### config.mk
export PLATFORM = sky130hd
export DESIGN_NAME = id_pipeline
export DESIGN_NICKNAME = d
export VERILOG_FILES = /design/src/rtl/id_pipeline_pkg.sv /design/src/rtl/reg_file_32x32.sv /design/src/rtl/id_pipeline.sv
export SDC_FILE = /design/constraint.sdc
export NUM_CORES = 2
export LEC_CHECK = 0
export BUFFER_PORTS_ARGS = -buffer_cell sky130_fd_sc_hd__buf_2
export CAP_MARGIN = 20
export CORE_UTILIZATION = 52
export CTS_CLUSTER_SIZE = 16
export DETAILED_ROUTE_END_ITERATION = 10
export GPL_ROUTABILITY_DRIVEN = 0
export PLACE_DENSITY = 0.68
export SLEW_MARGIN = 0
export SYNTH_ARGS = -nofsm -noshare
export SYNTH_HDL_FRONTEND = slang
export SYNTH_SLANG_ARGS = --single-unit
### constraint.sdc
create_clock -name clk -period 5.55 [get_ports clk]
set_input_delay 0.555 -clock clk [delete_from_list [all_inputs] [get_ports clk]]
set_output_delay 0.555 -clock clk [all_outputs]
set_load 0.03 [all_outputs]
### src/rtl/id_pipeline_pkg.sv
// Shared RV32I decode definitions: opcodes, ALU/writeback codes, ID/EX record and immediate helper.
package id_pipeline_pkg;

    localparam int XLEN  = 32;
    localparam int NREGS = 32;

    localparam logic [6:0] OPC_LUI    = 7'b0110111;
    localparam logic [6:0] OPC_AUIPC  = 7'b0010111;
    localparam logic [6:0] OPC_JAL    = 7'b1101111;
    localparam logic [6:0] OPC_JALR   = 7'b1100111;
    localparam logic [6:0] OPC_BRANCH = 7'b1100011;
    localparam logic [6:0] OPC_LOAD   = 7'b0000011;
    localparam logic [6:0] OPC_STORE  = 7'b0100011;
    localparam logic [6:0] OPC_OPIMM  = 7'b0010011;
    localparam logic [6:0] OPC_OP     = 7'b0110011;

    // ALU op is {funct7[5], funct3} for register/immediate arithmetic
    localparam logic [3:0] ALU_ADD    = 4'b0000;
    localparam logic [3:0] ALU_SUB    = 4'b1000;
    localparam logic [3:0] ALU_SLL    = 4'b0001;
    localparam logic [3:0] ALU_SLT    = 4'b0010;
    localparam logic [3:0] ALU_SLTU   = 4'b0011;
    localparam logic [3:0] ALU_XOR    = 4'b0100;
    localparam logic [3:0] ALU_SRL    = 4'b0101;
    localparam logic [3:0] ALU_SRA    = 4'b1101;
    localparam logic [3:0] ALU_OR     = 4'b0110;
    localparam logic [3:0] ALU_AND    = 4'b0111;
    localparam logic [3:0] ALU_COPY_B = 4'b1111;

    localparam logic [1:0] WB_ALU = 2'd0;
    localparam logic [1:0] WB_MEM = 2'd1;
    localparam logic [1:0] WB_PC4 = 2'd2;

    typedef enum logic [2:0] {
        IMM_NONE,
        IMM_I,
        IMM_S,
        IMM_B,
        IMM_U,
        IMM_J
    } imm_fmt_e;

    // One ID/EX entry; an all-zero value is a bubble
    typedef struct packed {
        logic [XLEN-1:0] rs1_data;
        logic [XLEN-1:0] rs2_data;
        logic [XLEN-1:0] imm;
        logic [XLEN-1:0] pc;
        logic [XLEN-1:0] pc_plus4;
        logic [4:0]      rs1;
        logic [4:0]      rs2;
        logic [4:0]      rd;
        logic [2:0]      funct3;
        logic            reg_wen;
        logic            mem_rw;
        logic            mem_read;
        logic            a_sel;
        logic            b_sel;
        logic            br_un;
        logic            branch;
        logic            jump;
        logic [3:0]      alu_sel;
        logic [1:0]      wb_sel;
    } idex_t;

    function automatic logic [XLEN-1:0] imm_gen(input logic [31:0] inst, input imm_fmt_e fmt);
        logic [XLEN-1:0] imm;
        case (fmt)
            IMM_I:   imm = {{20{inst[31]}}, inst[31:20]};
            IMM_S:   imm = {{20{inst[31]}}, inst[31:25], inst[11:7]};
            IMM_B:   imm = {{19{inst[31]}}, inst[31], inst[7], inst[30:25], inst[11:8], 1'b0};
            IMM_U:   imm = {inst[31:12], 12'b0};
            IMM_J:   imm = {{11{inst[31]}}, inst[31], inst[19:12], inst[20], inst[30:21], 1'b0};
            default: imm = '0;
        endcase
        return imm;
    endfunction

endpackage

### src/rtl/reg_file_32x32.sv
// 32x32 register file: two async read ports, one sync write port, write-first bypass, x0 tied to zero.
module reg_file_32x32
    import id_pipeline_pkg::*;
(
    input  logic            clk,
    input  logic            reset_n,
    input  logic [4:0]      rs1_addr,
    input  logic [4:0]      rs2_addr,
    output logic [XLEN-1:0] rs1_data,
    output logic [XLEN-1:0] rs2_data,
    input  logic            wr_en,
    input  logic [4:0]      wr_addr,
    input  logic [XLEN-1:0] wr_data
);

    logic [XLEN-1:0] regs [NREGS];
    logic            wr_live;

    assign wr_live = wr_en && (wr_addr != 5'd0);

    // Clear every register on reset, otherwise commit the writeback (x0 never written)
    always_ff @(posedge clk) begin
        if (!reset_n) begin
            for (int i = 0; i < NREGS; i++) begin
                regs[i] <= '0;
            end
        end else if (wr_live) begin
            regs[wr_addr] <= wr_data;
        end
    end

    // Reads see a same-cycle write to the same register; x0 always reads zero
    always_comb begin
        rs1_data = regs[rs1_addr];
        rs2_data = regs[rs2_addr];
        if (wr_live && (wr_addr == rs1_addr)) rs1_data = wr_data;
        if (wr_live && (wr_addr == rs2_addr)) rs2_data = wr_data;
        if (rs1_addr == 5'd0) rs1_data = '0;
        if (rs2_addr == 5'd0) rs2_data = '0;
    end

endmodule

### src/rtl/id_pipeline.sv
// RV32I decode stage: register read, immediate/control decode, load-use hazard and ID/EX register.
module id_pipeline
    import id_pipeline_pkg::*;
(
    input  logic            clk,
    input  logic            reset_n,
    input  logic [31:0]     inst_in,
    input  logic [XLEN-1:0] pc_in,
    input  logic [XLEN-1:0] pcPlus4_in,
    input  logic            flush_in,
    input  logic            wb_we_in,
    input  logic [4:0]      wb_rd_in,
    input  logic [XLEN-1:0] wb_data_in,
    output logic            stall_out,
    output logic [XLEN-1:0] rs1_data_out,
    output logic [XLEN-1:0] rs2_data_out,
    output logic [XLEN-1:0] imm_out,
    output logic [XLEN-1:0] pc_out,
    output logic [XLEN-1:0] pcPlus4_out,
    output logic [4:0]      rs1_out,
    output logic [4:0]      rs2_out,
    output logic [4:0]      rd_out,
    output logic [2:0]      funct3_out,
    output logic            regWEn_out,
    output logic            memRW_out,
    output logic            memRead_out,
    output logic            aSel_out,
    output logic            bSel_out,
    output logic            brUn_out,
    output logic            branch_out,
    output logic            jump_out,
    output logic [3:0]      aluSel_out,
    output logic [1:0]      wbSel_out
);

    logic [6:0]      opcode;
    logic [4:0]      rs1_field;
    logic [4:0]      rs2_field;
    logic [4:0]      rs1_idx;
    logic [4:0]      rs2_idx;
    logic [XLEN-1:0] rs1_rdata;
    logic [XLEN-1:0] rs2_rdata;
    logic            rs1_used;
    logic            rs2_used;
    logic            valid;
    logic            load_use;
    imm_fmt_e        fmt;
    idex_t           dec;
    idex_t           idex;

    assign opcode    = inst_in[6:0];
    assign rs1_field = inst_in[19:15];
    assign rs2_field = inst_in[24:20];

    // Unused source operands read x0 so their data fields come out as zero
    assign rs1_idx = rs1_used ? rs1_field : 5'd0;
    assign rs2_idx = rs2_used ? rs2_field : 5'd0;

    reg_file_32x32 u_reg_file (
        .clk      (clk),
        .reset_n  (reset_n),
        .rs1_addr (rs1_idx),
        .rs2_addr (rs2_idx),
        .rs1_data (rs1_rdata),
        .rs2_data (rs2_rdata),
        .wr_en    (wb_we_in),
        .wr_addr  (wb_rd_in),
        .wr_data  (wb_data_in)
    );

    // Decode the incoming instruction into a full ID/EX record; unknown opcodes become a bubble
    always_comb begin
        dec      = '0;
        valid    = 1'b1;
        rs1_used = 1'b0;
        rs2_used = 1'b0;
        fmt      = IMM_NONE;
        case (opcode)
            OPC_LUI: begin
                dec.reg_wen = 1'b1; dec.b_sel = 1'b1; dec.alu_sel = ALU_COPY_B; fmt = IMM_U;
            end
            OPC_AUIPC: begin
                dec.reg_wen = 1'b1; dec.a_sel = 1'b1; dec.b_sel = 1'b1; fmt = IMM_U;
            end
            OPC_JAL: begin
                dec.reg_wen = 1'b1; dec.a_sel = 1'b1; dec.b_sel = 1'b1; dec.jump = 1'b1;
                dec.wb_sel = WB_PC4; fmt = IMM_J;
            end
            OPC_JALR: begin
                dec.reg_wen = 1'b1; dec.b_sel = 1'b1; dec.jump = 1'b1;
                dec.wb_sel = WB_PC4; fmt = IMM_I; rs1_used = 1'b1;
            end
            OPC_BRANCH: begin
                dec.branch = 1'b1; dec.a_sel = 1'b1; dec.br_un = inst_in[13];
                fmt = IMM_B; rs1_used = 1'b1; rs2_used = 1'b1;
            end
            OPC_LOAD: begin
                dec.reg_wen = 1'b1; dec.mem_read = 1'b1; dec.b_sel = 1'b1;
                dec.wb_sel = WB_MEM; fmt = IMM_I; rs1_used = 1'b1;
            end
            OPC_STORE: begin
                dec.mem_rw = 1'b1; dec.b_sel = 1'b1; fmt = IMM_S;
                rs1_used = 1'b1; rs2_used = 1'b1;
            end
            OPC_OPIMM: begin
                dec.reg_wen = 1'b1; dec.b_sel = 1'b1; fmt = IMM_I; rs1_used = 1'b1;
                dec.alu_sel = {(inst_in[14:12] == 3'b101) ? inst_in[30] : 1'b0, inst_in[14:12]};
            end
            OPC_OP: begin
                dec.reg_wen = 1'b1; rs1_used = 1'b1; rs2_used = 1'b1;
                dec.alu_sel = {inst_in[30], inst_in[14:12]};
            end
            default: valid = 1'b0;
        endcase
        if (valid) begin
            dec.imm      = imm_gen(inst_in, fmt);
            dec.pc       = pc_in;
            dec.pc_plus4 = pcPlus4_in;
            dec.rs1      = rs1_idx;
            dec.rs2      = rs2_idx;
            dec.rs1_data = rs1_rdata;
            dec.rs2_data = rs2_rdata;
            dec.rd       = dec.reg_wen ? inst_in[11:7] : 5'd0;
            dec.funct3   = rs1_used ? inst_in[14:12] : 3'd0;
        end
    end

    // Load-use hazard against the load sitting in ID/EX; a redirect squashes it instead
    always_comb begin
        load_use  = idex.mem_read && (idex.rd != 5'd0) &&
                    ((rs1_used && (idex.rd == rs1_field)) || (rs2_used && (idex.rd == rs2_field)));
        stall_out = load_use && !flush_in;
    end

    // ID/EX register: reset and flush/stall all load a bubble
    always_ff @(posedge clk) begin
        if (!reset_n) begin
            idex <= '0;
        end else if (flush_in || load_use) begin
            idex <= '0;
        end else begin
            idex <= dec;
        end
    end

    assign rs1_data_out = idex.rs1_data;
    assign rs2_data_out = idex.rs2_data;
    assign imm_out      = idex.imm;
    assign pc_out       = idex.pc;
    assign pcPlus4_out  = idex.pc_plus4;
    assign rs1_out      = idex.rs1;
    assign rs2_out      = idex.rs2;
    assign rd_out       = idex.rd;
    assign funct3_out   = idex.funct3;
    assign regWEn_out   = idex.reg_wen;
    assign memRW_out    = idex.mem_rw;
    assign memRead_out  = idex.mem_read;
    assign aSel_out     = idex.a_sel;
    assign bSel_out     = idex.b_sel;
    assign brUn_out     = idex.br_un;
    assign branch_out   = idex.branch;
    assign jump_out     = idex.jump;
    assign aluSel_out   = idex.alu_sel;
    assign wbSel_out    = idex.wb_sel;

endmodule
Yosys cells after proc, flatten, opt, wreduce, memory -nomap -nowiden
Memories as Yosys holds them, arrays and structs flattened. A register that Yosys moved wholly into a read port is not among the register bits.
Index checks and enable logic that the tools add are counted.

operators by class
  reductions and logical operators = 30
  equality and inequality tests = 17
  bitwise operators = 5
  multiplexer cells = 24

operator list
  cell                                                              count
  32-bit case mux with 5 select lines                               1
  32-bit 2-to-1 mux                                                 1
  32-bit OR reduction                                               1
  7-bit by 6-bit == test with 1-bit output (second input constant)  3
  7-bit == test (second input constant)                             3
  1-bit 2-to-1 mux                                                  16
  4-bit OR reduction                                                4
  5-bit 2-to-1 mux                                                  3
  3-bit case mux with 5 select lines                                1
  3-bit OR reduction                                                5
  7-bit by 5-bit == test with 1-bit output (second input constant)  2
  7-bit OR reduction                                                2
  4-bit case mux with 3 select lines                                1
  5-bit == test                                                     2
  5-bit logical NOT                                                 2
  5-bit nonzero test                                                2
  3-bit == test (second input constant)                             3
  9-bit OR reduction                                                1
  7-bit by 2-bit == test with 1-bit output (second input constant)  1
  3-bit by 2-bit == test with 1-bit output (second input constant)  2
  1-bit logical AND                                                 6
  2-bit OR reduction                                                3
  6-bit OR reduction                                                1
  1-bit inverter                                                    5
  other kinds (4)                                                   5

storage, ports and cells
  output and inout port bits = 193
  memories kept = 1
  flip-flop bits (word level) = 128
  word-level logic and storage cells = 94
  bits in writable memories = 1024
  input port bits = 137

memories
  memory           depth  width  rd ports  clocked after memory_dff  wr ports  RTL line              source
  u_reg_file.regs  32     32     2         2                         32        reg_file_32x32.sv:16  logic [XLEN-1:0] regs [NREGS];

Logic depth before layout (Yosys ltp)
  word-level depth = 8
  depth in mapped cells = 12
  gate-level depth less buffers = 7

Cells and area by module
From an unflattened synthesis, not the netlist that was laid out.

second synthesis, totals
  cells, all modules = 4638
  area, all modules = 62047.0 um^2

modules (own cells, without submodules)
  module          sequential area each (um^2)  cells each  area an instance (um^2)  times used
  reg_file_32x32  30749.5                      3928        55647.1                  1
  id_pipeline     3823.7                       710         6399.9                   1

Least setup slack after synthesis
No wires, ideal clock.

  path type = input port to flip-flop
  start = input wb_rd_in[0]
  end = memory u_reg_file.regs[21][0] (enable)
  data arrival time = 3969 ps
  cell stages on the path = 6
  buffers on the path = 3
  library setup time = 466 ps
  required time = 5084 ps
  setup slack = 1116 ps
  cell sequence = clkbuf_1 -> nand2b_1 -> or2_2 -> clkbuf_1 -> buf_1 -> o21ai_0

RTL lines
  what             RTL line              source
  start, declared  id_pipeline.sv:12     input logic [4:0] wb_rd_in,
  end, declared    reg_file_32x32.sv:16

Worst setup path in the final report
  start = input inst_in[6]
  end = register, netlist name rs1_data_out[14]

between the ends
  word-level cells in the longest chain between the ends = 8
  elaborated cells on any way between the ends = 24
  those cells by class = eq/ne (9); mux (4); bitwise (1); reduce/logical (10)

RTL lines
  what                                                                                              RTL line          source
  start, declared                                                                                   id_pipeline.sv:7  input logic [31:0] inst_in,
  parallel branches: the longest is 8 deep, another holds 7-bit by 6-bit == test with 1-bit output  --

Parallel ways; which one is timed is not known.
A chain may end at the register's enable or synchronous reset.

==> impl_metrics.toml <==
[status]
status = "finished, final reports clean"

[place]
place_ws_ns = 1.05
post_dp_cell_area_mm2 = 0.0648
dpl.hpwl_mm = 137
dp_cells = 7013
io_buffer_count = 329

[global_routing]
grt_pass1_vias = 48700
antenna_found_initial = 4
grt_max_degree = 111
grt_pass1_wl_mm = 328
grt_usage_pct = 37.0
grt-ovfl-total = 0

[sta]
hold_ws_ns = 0.0196
period_share_pct = 70.0
slew_violations = 0
rsz0062_at_grt = "no"
clock_skew_ns = 0.0172
slew_headroom_pct = 16.6
finalCriticalPeriod_ns = 3.88
fmax_mhz = 258
worst_pin_slew_ns = 1.25
setup_ws_ns = 1.67
tns_ns = 0
hold_viol_final = 0
setup_viol = 0

[worst_setup_path]
start_kind = "input port"
cp_slowest_stage_delay_ns = 0.84
critical_path_class = "in2reg"
crit_arrival_ns = 4.55
crit_family = "simple AND/OR/NAND/NOR gates"
end_kind = "flip-flop"
cp_num_cells = 8
reg2reg_slack_ns = 1.89
path_buf_inv = 1
cp.required_ns = 6.22
r2r-start = "rd_out[1]"
cp_max_fo = 22
cpMaxStageDelayCell = "or2_1"
cp_cell_sequence = "buf_2, nor2b_1, a211oi_4, nand2_2, a31oi_1, nand2_1, or2_1, o22ai_1"
crit_start = "inst_in[6]"
ff2ff_path_depth = 5

[clocking]
clkLatencyLatePin_ns = 0.77
clock_path_buffers = 3
root_buffer = "clkbuf_16"
h-tree-depth = 4
clk_pin_slew_ns = 0.06
cts_tree = "built"
clock-sinks = 1215
numCtsBuffers = 133
post_cts_resized = 0

[logic_synthesis]
yosysWarnings = 0
yosys-top-cells-area = "edfxtp_1 50%, dfxtp_1 6.2%, and2_1 5.2%"
syn_area_mm2 = 0.0614
yosysSeqAreaShare_pct = 56.3
ys_types = 75
synth-edff-count = 1024
syn_area_per_cell_um2 = 11.0
synth_top_area_share_pct = 50.1
synth_cells = 5598
synth_flop_cell = "edfxtp_1"
ys_seq_elements = 1215
async_reset_ff_share_pct = 0
yosysTopAreaCell = "edfxtp_1"

[layout]
layout_commonest_cell = "edfxtp_1"
layout-drive-gt1-share_pct = 18.6
nets = 5833
final_cells = 7331
area_growth_pct = 13.9
layout_common_cells = "1024 x edfxtp_1, 568 x nor3_1, 510 x and2_1, 435 x nand2_1, 377 x a21oi_1"
fin_util_pct = 60.0
final_area_mm2 = 0.0700
nFillCells = 9270

[pwr]
leakagePower_nw = 24.3
seq_power_share_pct = 49.1
combPwrFrac_pct = 9.0
switching_power_mw = 5.35
clkPwrFrac_pct = 41.9
powerDensity_mw_per_mm2 = 307
total_power_mw = 21.5
ir_worst_vdd_mv = 0.388
internal_power_mw = 16.1
swShare_pct = 24.9

[drt]
drc = 0
drtPass1Iterations = 7
wl_mm = 228
vias = 51300
wl_per_cell_um = 31.1
detail_route.iter0.violations = 7808
final_antenna_net_count = 0
viasPerCell = 7.00

[min_path]
hold_class = "in2reg"
min-delay-start = "wb_data_in[21]"
holdPathStages = 2

[die]
fp.dieArea_mm2 = 0.120
initial_core_util_pct = 52.6
rows = 125
io_pins = 330
die_h_um = 346
die_x_um = 346
core-area_mm2 = 0.117

[job]
maxCapViolations = 0
[state kept, by name (all words and copies together) (netlist names), 4 cells and up]
register         count
u_reg_file.regs   1024
imm_out             32
pcPlus4_out         32
pc_out              32
rs1_data_out        32
rs2_data_out        32
rd_out               5
rs1_out              5
rs2_out              5
aluSel_out           4
[cell type report]
class | count | area [um2] | area share (%)
repair buffers | 564 | 4080 | 5.83
clock buffers | 188 | 3820 | 5.46
multi-input cells | 3752 | 24900 | 35.6
inverters | 30 | 115 | 0.164
well taps | 1524 | 1910 | 2.72
clock inverters | 57 | 553 | 0.790
flip-flops and latches | 1215 | 34600 | 49.4
diodes | 1 | 2.50 | 0.00358
[worst paths after layout]
| check | to |
|---|---|
| worst max-delay path | rs1_data_out[14] |
| worst max register to register | rs2_data_out[11] |
| worst min register to register | rs2_data_out[1] |
| worst min-delay path | rs2_data_out[21] |
[kinds of logic after synthesis]
kind of cell / share of synthesized area (%)
compound gates: 13.6
xor+xnor: 0.271
buf+inv: 4.31
flops: 56.3
mux: 9.85
other cells: 0.00610
simple gates: 15.7
[power groups by stage]
stage / clock (mW) / sequential (mW) / combinational [mW]
after floorplan: 0 / 10.7 / 1.10
after detailed placement: 0 / 10.7 / 1.82
after global routing: 9.34 / 10.6 / 2.00
after CTS: 8.99 / 10.5 / 1.86
final: 9.00 / 10.6 / 1.94
after global placement: 0 / 10.7 / 1.79
[metal layers]
layer	vias to the layer above	part of all wire, %	global-route usage, %
li1	21300	-	-
met1	24700	36	47.5
met2	4389	44	55.7
met3	869	13	9.47
met4	4	7.3	23.8
met5	-	0.012	0
[Yosys cell counts, types with 5 or more instances]
cell	n
buf_6	5
nand2b_1	14
o32ai_1	30
xor2_1	7
a32oi_1	13
o21ai_0	236
clkbuf_1	496
o221a_2	18
a221o_1	17
and2_1	510
a2111oi_0	19
nand2_1	442
a221oi_1	98
o211ai_1	18
nand4_1	49
nand3_1	95
mux2_2	274
dfxtp_1	191
inv_1	28
o221ai_1	67
nor4_1	39
mux2i_1	294
buf_1	71
edfxtp_1	1024
a211oi_1	107
buf_2	49
nor3_1	569
buf_4	8
a211o_1	14
a22o_1	15
a22oi_1	5
nor2b_1	17
a31oi_1	41
o21ai_1	7
o22ai_1	99
or2_2	5
o31ai_1	31
xnor2_1	12
nor2_1	73
and3_1	31
a32o_1	32
a21oi_1	377
[what timing repair did]
item / in CTS / in global routing
hold endpoints to repair: 60 / 0
setup endpoints to repair: 0 / 0
buffers inserted: 0 / 0
hold buffers: 60 / 0
Power figures use the tool's default switching activity.
